--- src/rtl/pic_sync_ctrl.sv ---
// pic_sync_ctrl: synchronous programmable interrupt controller.
// N request lines with mask, IRR/ISR, fully nested priority (fixed or rotating order),
// edge or level trigger, normal or automatic EOI and a two-pulse INTA vector handshake.
module pic_sync_ctrl #(
  parameter int unsigned NUM_IRQ = 8,
  parameter int unsigned DW      = 32,
  parameter int unsigned VEC_W   = 8
) (
  input  logic               clk,
  input  logic               rst,
  input  logic               cs,
  input  logic               wr,
  input  logic               rd,
  input  logic [2:0]         a,
  input  logic [DW-1:0]      din,
  output logic [DW-1:0]      dout,
  input  logic [NUM_IRQ-1:0] irq,
  input  logic               inta,
  output logic               int_o,
  output logic [VEC_W-1:0]   vec_o,
  output logic               vec_v
);

  localparam int unsigned   PW      = $clog2(NUM_IRQ);
  localparam logic [PW-1:0] PtrInit = PW'(NUM_IRQ - 1);

  localparam logic [2:0] AddrCtrl = 3'd0;
  localparam logic [2:0] AddrMask = 3'd1;
  localparam logic [2:0] AddrEoi  = 3'd2;
  localparam logic [2:0] AddrIrr  = 3'd3;
  localparam logic [2:0] AddrIsr  = 3'd4;
  localparam logic [2:0] AddrPtr  = 3'd5;

  typedef enum logic [0:0] {StIdle, StAck2} state_e;

  // Highest-priority set bit of v when p is the lowest-priority index. Returns {found, index}.
  function automatic logic [PW:0] prio_scan(input logic [NUM_IRQ-1:0] v,
                                            input logic [PW-1:0]      p);
    logic [PW:0] res;
    int          idx;
    res = '0;
    // Walk from lowest to highest priority so the last hit is the winner.
    for (int k = int'(NUM_IRQ) - 1; k >= 0; k--) begin
      idx = (int'(p) + 1 + k) % int'(NUM_IRQ);
      if (v[idx]) res = {1'b1, PW'(idx)};
    end
    return res;
  endfunction

  // Highest-priority pending request that outranks every in-service level. Returns {found, index}.
  function automatic logic [PW:0] elig_scan(input logic [NUM_IRQ-1:0] req,
                                            input logic [NUM_IRQ-1:0] isr,
                                            input logic [PW-1:0]      p);
    logic [PW:0] res;
    logic        stop;
    int          idx;
    res  = '0;
    stop = 1'b0;
    for (int k = 0; k < int'(NUM_IRQ); k++) begin
      idx = (int'(p) + 1 + k) % int'(NUM_IRQ);
      if (!stop) begin
        // An in-service bit at equal or higher priority blocks everything below it.
        if (isr[idx]) begin
          stop = 1'b1;
        end else if (req[idx]) begin
          res  = {1'b1, PW'(idx)};
          stop = 1'b1;
        end
      end
    end
    return res;
  endfunction

  // Registered state
  state_e             state_q, state_d;
  logic [NUM_IRQ-1:0] irq_q;
  logic [NUM_IRQ-1:0] irr_q, irr_d;
  logic [NUM_IRQ-1:0] isr_q, isr_d;
  logic [NUM_IRQ-1:0] mask_q, mask_d;
  logic [PW-1:0]      ptr_q, ptr_d;
  logic               ltim_q, ltim_d;
  logic               aeoi_q, aeoi_d;
  logic               rotate_q, rotate_d;
  logic [7:0]         vec_base_q, vec_base_d;
  logic [PW-1:0]      win_q, win_d;
  logic               spur_q, spur_d;
  logic               inta_q;
  logic               int_q, int_d;
  logic [VEC_W-1:0]   vec_q, vec_d;
  logic               vec_v_q, vec_v_d;
  logic [DW-1:0]      dout_q, rd_data;

  // Combinational helpers
  logic          inta_edge;
  logic          ctrl_wr;
  logic [PW:0]   elig;
  logic          elig_found;
  logic [PW-1:0] elig_idx;
  logic          ack_take;
  logic          ack_done_clr;
  logic [PW:0]   eoi_scan;
  logic          unused_din;

  assign inta_edge  = inta & ~inta_q;
  assign ctrl_wr    = cs & wr & (a == AddrCtrl);
  assign unused_din = ^din;

  // Priority resolution always works from registered state, so a same-cycle MASK write
  // does not affect an acknowledge in progress.
  always_comb begin
    elig       = elig_scan(irr_q & ~mask_q, isr_q, ptr_q);
    elig_found = elig[PW];
    elig_idx   = elig[PW-1:0];
  end

  // INTA handshake: next state, latched winner, vector pulse and CPU interrupt line.
  always_comb begin
    state_d      = state_q;
    win_d        = win_q;
    spur_d       = spur_q;
    ack_take     = 1'b0;
    ack_done_clr = 1'b0;
    vec_d        = vec_q;
    vec_v_d      = 1'b0;
    case (state_q)
      StIdle: begin
        if (inta_edge) begin
          state_d = StAck2;
          // An acknowledge with int_o low, or with nothing eligible, takes the spurious path.
          if (int_q && elig_found) begin
            win_d    = elig_idx;
            spur_d   = 1'b0;
            ack_take = 1'b1;
          end else begin
            win_d  = PtrInit;
            spur_d = 1'b1;
          end
        end
      end
      StAck2: begin
        if (inta_edge) begin
          state_d      = StIdle;
          vec_d        = VEC_W'(vec_base_q) + VEC_W'(win_q);
          vec_v_d      = 1'b1;
          ack_done_clr = aeoi_q & ~spur_q;
        end
      end
      default: state_d = StIdle;
    endcase
    // Re-initialisation wins over any handshake activity.
    if (ctrl_wr) begin
      state_d      = StIdle;
      win_d        = PtrInit;
      spur_d       = 1'b0;
      vec_v_d      = 1'b0;
      ack_take     = 1'b0;
      ack_done_clr = 1'b0;
    end
    int_d = (state_d == StIdle) && elig_found && !ctrl_wr;
  end

  // Request/service/mask/pointer/control updates from triggers, handshake and bus writes.
  always_comb begin
    irr_d      = irr_q;
    isr_d      = isr_q;
    mask_d     = mask_q;
    ptr_d      = ptr_q;
    ltim_d     = ltim_q;
    aeoi_d     = aeoi_q;
    rotate_d   = rotate_q;
    vec_base_d = vec_base_q;
    eoi_scan   = '0;

    if (ack_take) isr_d[elig_idx] = 1'b1;
    if (ack_done_clr) begin
      isr_d[win_q] = 1'b0;
      if (rotate_q) ptr_d = win_q;
    end

    // Level mode tracks the line; edge mode latches rising edges, a new edge beating the ack clear.
    if (ltim_q) begin
      irr_d = irq;
    end else begin
      if (ack_take) irr_d[elig_idx] = 1'b0;
      irr_d = irr_d | (irq & ~irq_q);
    end

    if (cs && wr) begin
      case (a)
        AddrMask: mask_d = din[NUM_IRQ-1:0];
        AddrEoi: begin
          // EOI acts on the ISR left after any same-cycle automatic EOI.
          if (din[8]) begin
            for (int n = 0; n < int'(NUM_IRQ); n++) begin
              if (int'(din[4:0]) == n && isr_d[n]) begin
                isr_d[n] = 1'b0;
                if (rotate_q) ptr_d = PW'(n);
              end
            end
          end else begin
            eoi_scan = prio_scan(isr_d, ptr_d);
            if (eoi_scan[PW]) begin
              isr_d[eoi_scan[PW-1:0]] = 1'b0;
              if (rotate_q) ptr_d = eoi_scan[PW-1:0];
            end
          end
        end
        default: ;
      endcase
    end

    if (ctrl_wr) begin
      ltim_d     = din[0];
      aeoi_d     = din[1];
      rotate_d   = din[2];
      vec_base_d = din[15:8];
      irr_d      = '0;
      isr_d      = '0;
      mask_d     = '1;
      ptr_d      = PtrInit;
    end
  end

  // Register read multiplexer; unmapped and write-only addresses read as zero.
  always_comb begin
    rd_data = '0;
    case (a)
      AddrCtrl: rd_data[15:0]        = {vec_base_q, 5'b0, rotate_q, aeoi_q, ltim_q};
      AddrMask: rd_data[NUM_IRQ-1:0] = mask_q;
      AddrIrr:  rd_data[NUM_IRQ-1:0] = irr_q;
      AddrIsr:  rd_data[NUM_IRQ-1:0] = isr_q;
      AddrPtr:  rd_data[PW-1:0]      = ptr_q;
      default: ;
    endcase
  end

  // State registers with synchronous reset.
  always_ff @(posedge clk) begin
    if (rst) begin
      state_q    <= StIdle;
      irq_q      <= '0;
      irr_q      <= '0;
      isr_q      <= '0;
      mask_q     <= '1;
      ptr_q      <= PtrInit;
      ltim_q     <= 1'b0;
      aeoi_q     <= 1'b0;
      rotate_q   <= 1'b0;
      vec_base_q <= '0;
      win_q      <= PtrInit;
      spur_q     <= 1'b0;
      inta_q     <= 1'b0;
      int_q      <= 1'b0;
      vec_q      <= '0;
      vec_v_q    <= 1'b0;
      dout_q     <= '0;
    end else begin
      state_q    <= state_d;
      irq_q      <= irq;
      irr_q      <= irr_d;
      isr_q      <= isr_d;
      mask_q     <= mask_d;
      ptr_q      <= ptr_d;
      ltim_q     <= ltim_d;
      aeoi_q     <= aeoi_d;
      rotate_q   <= rotate_d;
      vec_base_q <= vec_base_d;
      win_q      <= win_d;
      spur_q     <= spur_d;
      inta_q     <= inta;
      int_q      <= int_d;
      vec_q      <= vec_d;
      vec_v_q    <= vec_v_d;
      if (cs && rd) dout_q <= rd_data;
    end
  end

  assign dout  = dout_q;
  assign int_o = int_q;
  assign vec_o = vec_q;
  assign vec_v = vec_v_q;

endmodule
--- config.mk ---
export PLATFORM = sky130hd
export DESIGN_NAME = pic_sync_ctrl
export DESIGN_NICKNAME = d
export VERILOG_FILES = /design/src/rtl/pic_sync_ctrl.sv
export SDC_FILE = /design/constraint.sdc
export NUM_CORES = 1
export LEC_CHECK = 0
export CAP_MARGIN = 25
export CORE_MARGIN = 5
export CORE_UTILIZATION = 54
export CTS_CLUSTER_DIAMETER = 150
export DETAILED_ROUTE_END_ITERATION = 7
export PLACE_DENSITY_LB_ADDON = 0.15
export SYNTH_ARGS = -nofsm -noshare
export SYNTH_HDL_FRONTEND = slang
export SYNTH_SLANG_ARGS = --single-unit
--- constraint.sdc ---
create_clock -name clk -period 13.1 [get_ports clk]
set_clock_uncertainty 0.05 [all_clocks]
set_input_delay 2.62 -clock clk [delete_from_list [all_inputs] [get_ports clk]]
set_output_delay 2.62 -clock clk [all_outputs]
set_load 0.1 [all_outputs]
# Yosys cells after proc, flatten, opt, wreduce, memory -nomap -nowiden
# Cells that the tools add are included.
dict set report totals {
  reg_bits 78
  out_inout_bits 42
  inputBits 49
}
dict set report classes {
  n_addsub 17
  n_lt_le_gt_ge 22
  reduce_logical 40
  eq_ne 12
  mux 191
  bitwise_logic 36
}
# cell count
set op_table {}
lappend op_table {{$mux 4} 34}
lappend op_table {{$add 32x4->32 const B} 4}
lappend op_table {{$mux 1} 90}
lappend op_table {{$mux 3} 27}
lappend op_table {{$lt 4x5->1 const B} 16}
lappend op_table {{$mux 8} 10}
lappend op_table {{$bmux 1 s3} 24}
lappend op_table {{$add 32x3->32 const B} 2}
lappend op_table {{$reduce_or 3->1} 17}
lappend op_table {{$and 8x8->8} 5}
lappend op_table {{$not 8->8} 5}
lappend op_table {{$add 32x2->32 const B} 1}
lappend op_table {{$eq 5x4->1 const B} 4}
lappend op_table {{$logic_and 1x1->1} 16}
lappend op_table {{$or 8x8->8} 2}
lappend op_table {{$pmux 3 s5} 1}
lappend op_table {{$pmux 5 s3} 1}
lappend op_table {{$add 3x3->3 const B} 4}
lappend op_table {{$lt 3x4->1 const B} 3}
lappend op_table {{$and 1x1->1} 11}
lappend op_table {{$eq 5x3->1 const B} 2}
lappend op_table {{$and 1x1->1 const A} 9}
lappend op_table {{$demux 1 s3} 3}
lappend op_table {{$ge 3x1->1 const B} 3}
lappend op_table {{other kinds (15)} 24}

# Depth between registers and ports, before layout
# Gate-level depths: netlist of run 1.
dict set report logic_depth {
  depth_word 61
  mapped_depth 20
}

# Least setup slack after synthesis of run 1
# Ideal clock, no wire load.
dict set report synth_path {
  path_type {input -> register}
  startpoint {input a[1]}
  endpoint {register isr_q[4]}
  t_arrival_ns 7.257
  slack_ns 5.693
  stages 18
  n_path_buf 5
  path_cell_list {buf_6 nor4_1 nor4b_1 nand2_1 mux2_2 buf_6 clkbuf_1 ha_1 clkdlybuf4s50_2 clkinv_1 dlygate4sd3_1 nor2_1 a21oi_1 a221o_1 a221oi_1 o21bai_1 inv_1 a2111oi_4}
}
dict set report synth_via {
  elab_chain_cells 30
  elab_cells_between_ends 66
  classes_between {add/sub (8); order compare (2); eq/ne (1); mux (47); bitwise (4); reduce/logical (4)}
}
# item line_no
set synth_rtl {}
lappend synth_rtl {{start: declaration} 14} ;# input logic [2:0] a,
lappend synth_rtl {{$logic_not 3->1} 105} ;# assign ctrl_wr = cs & wr & (a == AddrCtrl);
lappend synth_rtl {{$and 1x1->1} 105}
lappend synth_rtl {{$mux 1} 151} ;# if (ctrl_wr) begin
lappend synth_rtl {{$mux 3 or $mux 8 (tied branches)} {175, 174}}
lappend synth_rtl {{$add 3x1->4 or $and 8x8->8 (tied branches)} -}
lappend synth_rtl {{$add 32x4->32 or $mux 8 (tied branches)} {44, 175}}
lappend synth_rtl {{$bmux 1 s3} 45} ;# if (v[idx]) res = {1'b1, PW'(idx)};
lappend synth_rtl {{$mux 1 (implied by the code) (2 in a row)} 45}
lappend synth_rtl {{[13 not listed]} -}
lappend synth_rtl {{$mux 1 (implied by the code)} 203} ;# isr_d[eoi_scan[PW-1:0]] = 1'b0;
lappend synth_rtl {{$demux 1 s3} 203}
lappend synth_rtl {{$not 8->8 (no source line)} -}
lappend synth_rtl {{$and 8x8->8 (no source line)} -}
lappend synth_rtl {{$mux 8} 202} ;# if (eoi_scan[PW]) begin
lappend synth_rtl {{$mux 8} 193} ;# if (din[8]) begin
lappend synth_rtl {{$mux 8} 189} ;# case (a)
lappend synth_rtl {{$mux 8} 188} ;# if (cs && wr) begin
lappend synth_rtl {{end signal: assignment} 261} ;# isr_q <= isr_d;
lappend synth_rtl {{end: declaration} 78} ;# logic [NUM_IRQ-1:0] isr_q, isr_d;
# Several ways; a longest one is shown, not always the timed one. The select of a mux whose other input is x is not followed.
# A chain may end at the register's enable or synchronous reset.

# Worst setup path in the final report of run 1
# Ends and elaborated chain as after synthesis.

==> flow_metrics.tcl, run 1 <==
set metrics [dict create \
    clkPwrFrac 0.443 \
    cts_sinks 78 \
    end_kind "flip-flop" \
    ant_nets 0 \
    worstMarginPinSlew_ns 0.9959 \
    power_uw 619.2 \
    fmax_mhz 112.3 \
    synth-compound-area-share 0.2606 \
    status "completed" \
    initial_core_util 0.5578 \
    final.period_utilization 0.6800 \
    muxShareOfSynthArea 0.1510 \
    drt_first_pass_iters 8 \
    clockBufferDepth 2 \
    die_area_um2 14180 \
    rr_endpoint "isr_q[4]" \
    synth-simple-area-share 0.2209 \
    p_sw_frac 0.2875 \
    hold_violations 0 \
    clkTransAtPathRegs_ns 0.06 \
    vdd_drop_max_v 0.00008821 \
    drc 0 \
    grt_overflow 0 \
    register_area_um2 1562 \
    setup_tns_ns 0 \
    hold_depth 2 \
    combinationalPowerShare 0.149 \
    grt_start_max_net_pins 47 \
    setup_viol 0 \
    ys_seq_area_frac 0.2431 \
    switchingPower_uw 178.0 \
    synthArstFlopShare 0 \
    fp-row-count 39 \
    post_cts_buffers 0 \
    p_leak_uw 0.002621 \
    die_w_um 119.1 \
    min_from "spur_q" \
    synth_top_family_by_area "compound AO/OA/AOI/OAI gates" \
    syn_avg_cell_area_um2 8.142 \
    drive_gt1_frac 0.1139 \
    cts-buffers-inserted 9 \
    yosys-top-cells-area "dfxtp_1 (24%), mux2i_1 (5.9%), nand2_1 (5.4%)" \
    viasPerCell 6.474 \
    r2r_start "ptr_q[0]" \
    start_kind "input pin" \
    synthAdderAreaFrac 0.01870 \
    p_int_uw 441.2 \
    clk_latency_ns 0.34 \
    coreArea_um2 11520 \
    fillCellCount 1006 \
    min_to "spur_q" \
    yosysWarnings 0 \
    power_frac_seq 0.408 \
    wl_per_cell_um 19.73 \
    holdBufCountCts 0 \
    io_pins 91 \
    ys.flop_type "dfxtp_1" \
    cp_max_fo 24 \
    synth_edf_count 0 \
    drt_first_iter_violations 652 \
    syn_area_um2 6424 \
    hold_path_class "flip-flop to flip-flop" \
    die_h_um 119.1 \
    synth-xor-area-share 0.02552 \
    ys_types 104 \
    slew_viol_final 0 \
    portBuffers 58 \
    place_hpwl_um 14370 \
    drv_cap 0 \
    synth.top_cell.area_share 0.2431 \
    wl_um 19100 \
    cts-htree-levels 3 \
    root_buffer "clkbuf_16" \
    fin_crit_ns 8.908 \
    track_usage 0.2647 \
    r2r_setup_slack_ns 6.17 \
    dp_cells 952 \
    synth-seq-cells 78 \
    diodes 0 \
    syn_to_final_growth_pct 12.60 \
    p_per_area_nw_per_um2 85.61 \
    r2r_cells 18 \
    gp_congestion 0.9714 \
    crit_type "input pin to flip-flop" \
    antenna_found_initial 0 \
    dr_total_vias 6267 \
    rsz0062_at_grt "no" \
    maxSlewHeadroom 0.3340 \
    grt_pass1_vias 6043 \
    grt_pass1_wl_um 30580 \
    finalNetCount 878 \
    syn_inst 789 \
    cts_tree "done" \
    multiInputGateArea_um2 4413 \
    yosys.area.top_type "dfxtp_1" \
    finalNonFillerCells 968 \
    critPathRequiredTime_ns 13.29 \
    arrival_ns 9.10 \
    ctsResizeCount 0 \
]
[power by group through the flow]
stage / Sequential, uW / Clock (uW) / Combinational (uW)
final: 253 / 274 / 92.4
after global routing: 253 / 287 / 98.1
after CTS: 253 / 278 / 92.1
after detailed placement: 258 / 0 / 91.5
after global placement: 258 / 0 / 89.7
after floorplan: 270 / 0 / 57.1
[flip-flops by register name, summed over array words and instances, names as in the netlist]
register and cells:
vec_o 8, rotate_q 1, win_q 3, int_o 1, aeoi_q 1, ltim_q 1
isr_q 8, irq_q 8, vec_base_q 8, ptr_q 3, mask_q 8, dout 16
state_q 1, inta_q 1, spur_q 1, irr_q 8, vec_v 1
[cell usage in the layout (no fill, tap or decap), types with 4 or more instances in the layout]
master and instances:
o2bb2ai_1 6, buf_4 6, a21o_1 4, a31oi_1 8
mux2i_1 38, ha_1 8, nor2_1 76, nand3_1 20
mux4_2 14, o221ai_1 4, and2_1 8, clkbuf_16 9
clkdlybuf4s50_1 58, nor2b_1 27, nand2_1 92, xor2_1 5
nor3_1 15, inv_1 23, o211ai_1 12, a211o_1 4
o32ai_1 6, nand3b_1 6, o22ai_1 5, dfxtp_1 78
a211oi_1 9, xnor2_1 10, mux2_2 19, a21oi_1 53
a22oi_1 21, a31o_2 4, a32o_1 4, conb_1 16
nand4_1 6, nand2b_1 11, o21ai_0 39
[layout make-up]
class	instances	share of cell area
Tap cell	143	0.02474
Clock buffer	9	0.03114
Clock inverter	7	0.01436
Sequential cell	78	0.2159
Inverter	28	0.01574
Timing Repair Buffer	65	0.08805
Multi-Input combinational cell	638	0.6101
[per-stage QoR]
| step | setup WS [ns] | hold WS (ns) | instance area [um^2] | util |
|---|---|---|---|---|
| 6_report | 4.192 | 0.4287 | 7233 | 0.6281 |
| 5_1_grt | 3.842 | 0.4702 | 7233 | 0.6281 |
| 4_1_cts | 4.269 | 0.4324 | 7233 | 0.6281 |
| 3_5_place_dp | 3.948 | 0.4224 | 6904 | 0.5995 |
| 3_3_place_gp | 4.063 | 0.4098 | 6893 | 0.5985 |
| 2_1_floorplan | 5.693 | 0.3950 | 6480 | - |
[Yosys cell counts (all sizes together) (14+ instances only)]
library cell	instances
nor2b	27
nor2	77
buf	34
nand2	92
inv	25
mux2i	39
nand3	20
a21oi	53
o21ai	40
o211ai	14
mux2	20
mux4	15
clkbuf	23
a22oi	21
nor3	17
dfxtp	78
[how the worst max path moves through the flow]
stage                     startpoint  endpoint  slack, ns  depth (start not counted)
after floorplan                 a[1]  isr_q[4]       5.69                         18
after global placement          a[1]  isr_q[4]       4.06                         15
after detailed placement        a[1]  isr_q[4]       3.95                         15
after CTS                       a[1]  isr_q[4]       4.27                         15
after global routing            a[1]  isr_q[6]       3.84                         15
final                           a[1]  isr_q[4]       4.19                         15
[layer usage]
| metal | vias up | part of all wire | GRT usage |
|---|---|---|---|
| li1 | 2966 | - | - |
| met1 | 3029 | 0.44 | 0.3414 |
| met2 | 236 | 0.49 | 0.4391 |
| met3 | 36 | 0.053 | 0.04645 |
| met4 | 0 | 0.025 | 0.1079 |
| met5 | - | 0 | 0 |
[cell families (layout without fill, tap and decap cells)]
logic type / Yosys count / after routing
compound gates: 230 / 230
xor+xnor: 17 / 17
fa+ha+maj: 9 / 9
buf+inv: 88 / 109
flops: 78 / 78
mux: 74 / 74
other cells: 1 / 16
simple gates: 292 / 292
[critical path: stages]
cell             delay (ns)
clkdlybuf4s50_1        0.92
nor4_2                 0.11
buf_4                  0.22
nor4b_1                0.79
nand2_1                0.26
mux2_2                 0.51
ha_1                   0.88
clkinv_1               0.67
mux2_2                 0.47
a21o_1                 0.18
a221o_1                0.36
a221oi_1               0.28
o21bai_1               0.33
inv_1                  0.17
a2111oi_4              0.31
(Power assumes the default switching activity.)
==> inputs of run 2 (changes only) <==
==> constraint.sdc (replaced) <==
create_clock -name clk -period 8.5 [get_ports clk]
set_clock_uncertainty 0.05 [all_clocks]
set_input_delay 1.7 -clock clk [delete_from_list [all_inputs] [get_ports clk]]
set_output_delay 1.7 -clock clk [all_outputs]
set_load 0.1 [all_outputs]
==> flow_metrics.tcl, run 2 (same netlist as run 1, synthesis figures left out) <==
set metrics [dict create \
    viasPerCell 6.396 \
    p_per_area_nw_per_um2 131.4 \
    die_w_um 119.1 \
    r2r_setup_slack_ns 1.65 \
    grt_start_max_net_pins 47 \
    fillCellCount 1036 \
    track_usage 0.2681 \
    setup_ws_ns 1.281 \
    coreArea_um2 11520 \
    setup_tns_ns 0 \
    grt_overflow 0 \
    io_pins 91 \
    holdBufCountCts 0 \
    initial_core_util 0.5578 \
    wl_um 19250 \
    clk_latency_ns 0.34 \
    portBuffers 58 \
    p_leak_uw 0.002657 \
    hold_path_class "flip-flop to flip-flop" \
    largest_reg_flops 16 \
    drv_cap 0 \
    cts-htree-levels 3 \
    die_h_um 119.1 \
    root_buffer "clkbuf_16" \
    syn_to_final_growth_pct 13.46 \
    final.period_utilization 0.8493 \
    place_hpwl_um 14740 \
    pre_cts_ws_ns 1.027 \
    status "completed" \
    crit_type "input pin to flip-flop" \
    final_common_cell "nand2_1" \
    cts-buffers-inserted 9 \
    post_cts_buffers 0 \
    vdd_drop_max_v 0.0001064 \
    grt_pass1_wl_um 31080 \
    clockBufferDepth 2 \
    ant_nets 0 \
    worstMarginPinSlew_ns 0.9788 \
    die_area_um2 14180 \
    critPathRequiredTime_ns 8.64 \
    wl_per_cell_um 19.75 \
    clkTransAtPathRegs_ns 0.06 \
    ctsResizeCount 0 \
    fp-row-count 39 \
    rsz0062_at_grt "no" \
    drive_gt1_frac 0.1214 \
    drt_first_pass_iters 6 \
    fmax_mhz 138.5 \
    diodes 0 \
    mostFrequentLayoutCells "nand2_1 (92), dfxtp_1 (78), nor2_1 (76), clkdlybuf4s50_1 (58), a21oi_1 (53)" \
    drt_first_iter_violations 741 \
    maxSlewHeadroom 0.3454 \
    end_kind "flip-flop" \
    finalNetCount 885 \
    grt_pass1_vias 6171 \
    cts_sinks 78 \
    gp_congestion 0.9794 \
    cp_max_fo 21 \
    cts_tree "done" \
    slew_viol_final 0 \
    drc 0 \
    antenna_found_initial 0 \
    start_kind "input pin" \
    fin_crit_ns 7.219 \
    dr_total_vias 6236 \
    arrival_ns 7.36 \
    setup_viol 0 \
    hold_violations 0 \
]
## run 2: changes by cell type in the layout (fill, tap and decap cells not counted), sizes merged
cell    change
clkinv      -1
buf         +7
clkbuf      +1
## run 2: area by class of cell
| cell class | instances | area [um^2] | share of cell area |
|---|---|---|---|
| multi-input cells | 638 | 4413 | 0.6055 |
| repair buffers | 72 | 689.4 | 0.09459 |
| clock buffers | 10 | 239.0 | 0.03279 |
| flip-flops and latches | 78 | 1562 | 0.2142 |
| well taps | 143 | 178.9 | 0.02455 |
| clock inverters | 6 | 92.59 | 0.01270 |
| inverters | 28 | 113.9 | 0.01562 |
## run 2: metrics by stage
step / hold WS, ns / power [uW] / cell area, um^2 / std cells / utilization
6_report: 0.4356 / 957.4 / 7288 / 975 / 0.6329
3_3_place_gp: 0.4098 / 535.0 / 6945 / 958 / 0.6031
4_1_cts: 0.4354 / 960.1 / 7288 / 975 / 0.6329
2_1_floorplan: 0.3950 / 504.7 / 6480 / 804 / -
5_1_grt: 0.4561 / 993.5 / 7288 / 975 / 0.6329
3_5_place_dp: 0.4255 / 538.7 / 6957 / 959 / 0.6041
## run 2: per-layer routing
layer / track usage / up-vias / routed length [um]
met5: 0 / - / 0
met4: 0.1086 / 0 / 594
met3: 0.05213 / 51 / 1253
met2: 0.4596 / 294 / 9211
met1: 0.3305 / 2928 / 8195
li1: - / 2963 / -
## run 2: final timing paths
check             startpoint  endpoint  cells after the start
hold / removal      vec_o[5]  vec_o[5]                      2
hold reg to reg     vec_o[5]  vec_o[5]                      2
setup / recovery        a[0]  isr_q[0]                     18
setup reg to reg    ptr_q[0]  isr_q[4]                     18
## run 2: report_power, final
part / internal (uW) / switching (uW) / total (uW)
Clock: 267 / 158 / 425
Sequential: 378 / 11.6 / 389
Combinational: 42.1 / 101 / 143
## run 2: worst max-delay path, cell delays in order
cell	delay [ns]
clkdlybuf4s50_1	0.81
nor4_2	0.09
buf_4	0.21
nor4b_1	0.70
nand2_1	0.24
mux2_2	0.55
ha_1	0.28
xor2_1	0.49
nand2_1	0.12
o32ai_1	0.21
mux2i_1	0.22
mux2i_1	0.41
nor4_1	0.15
buf_4	0.17
and2_1	0.17
a2111oi_2	0.49
and2_4	0.25
a21oi_1	0.06
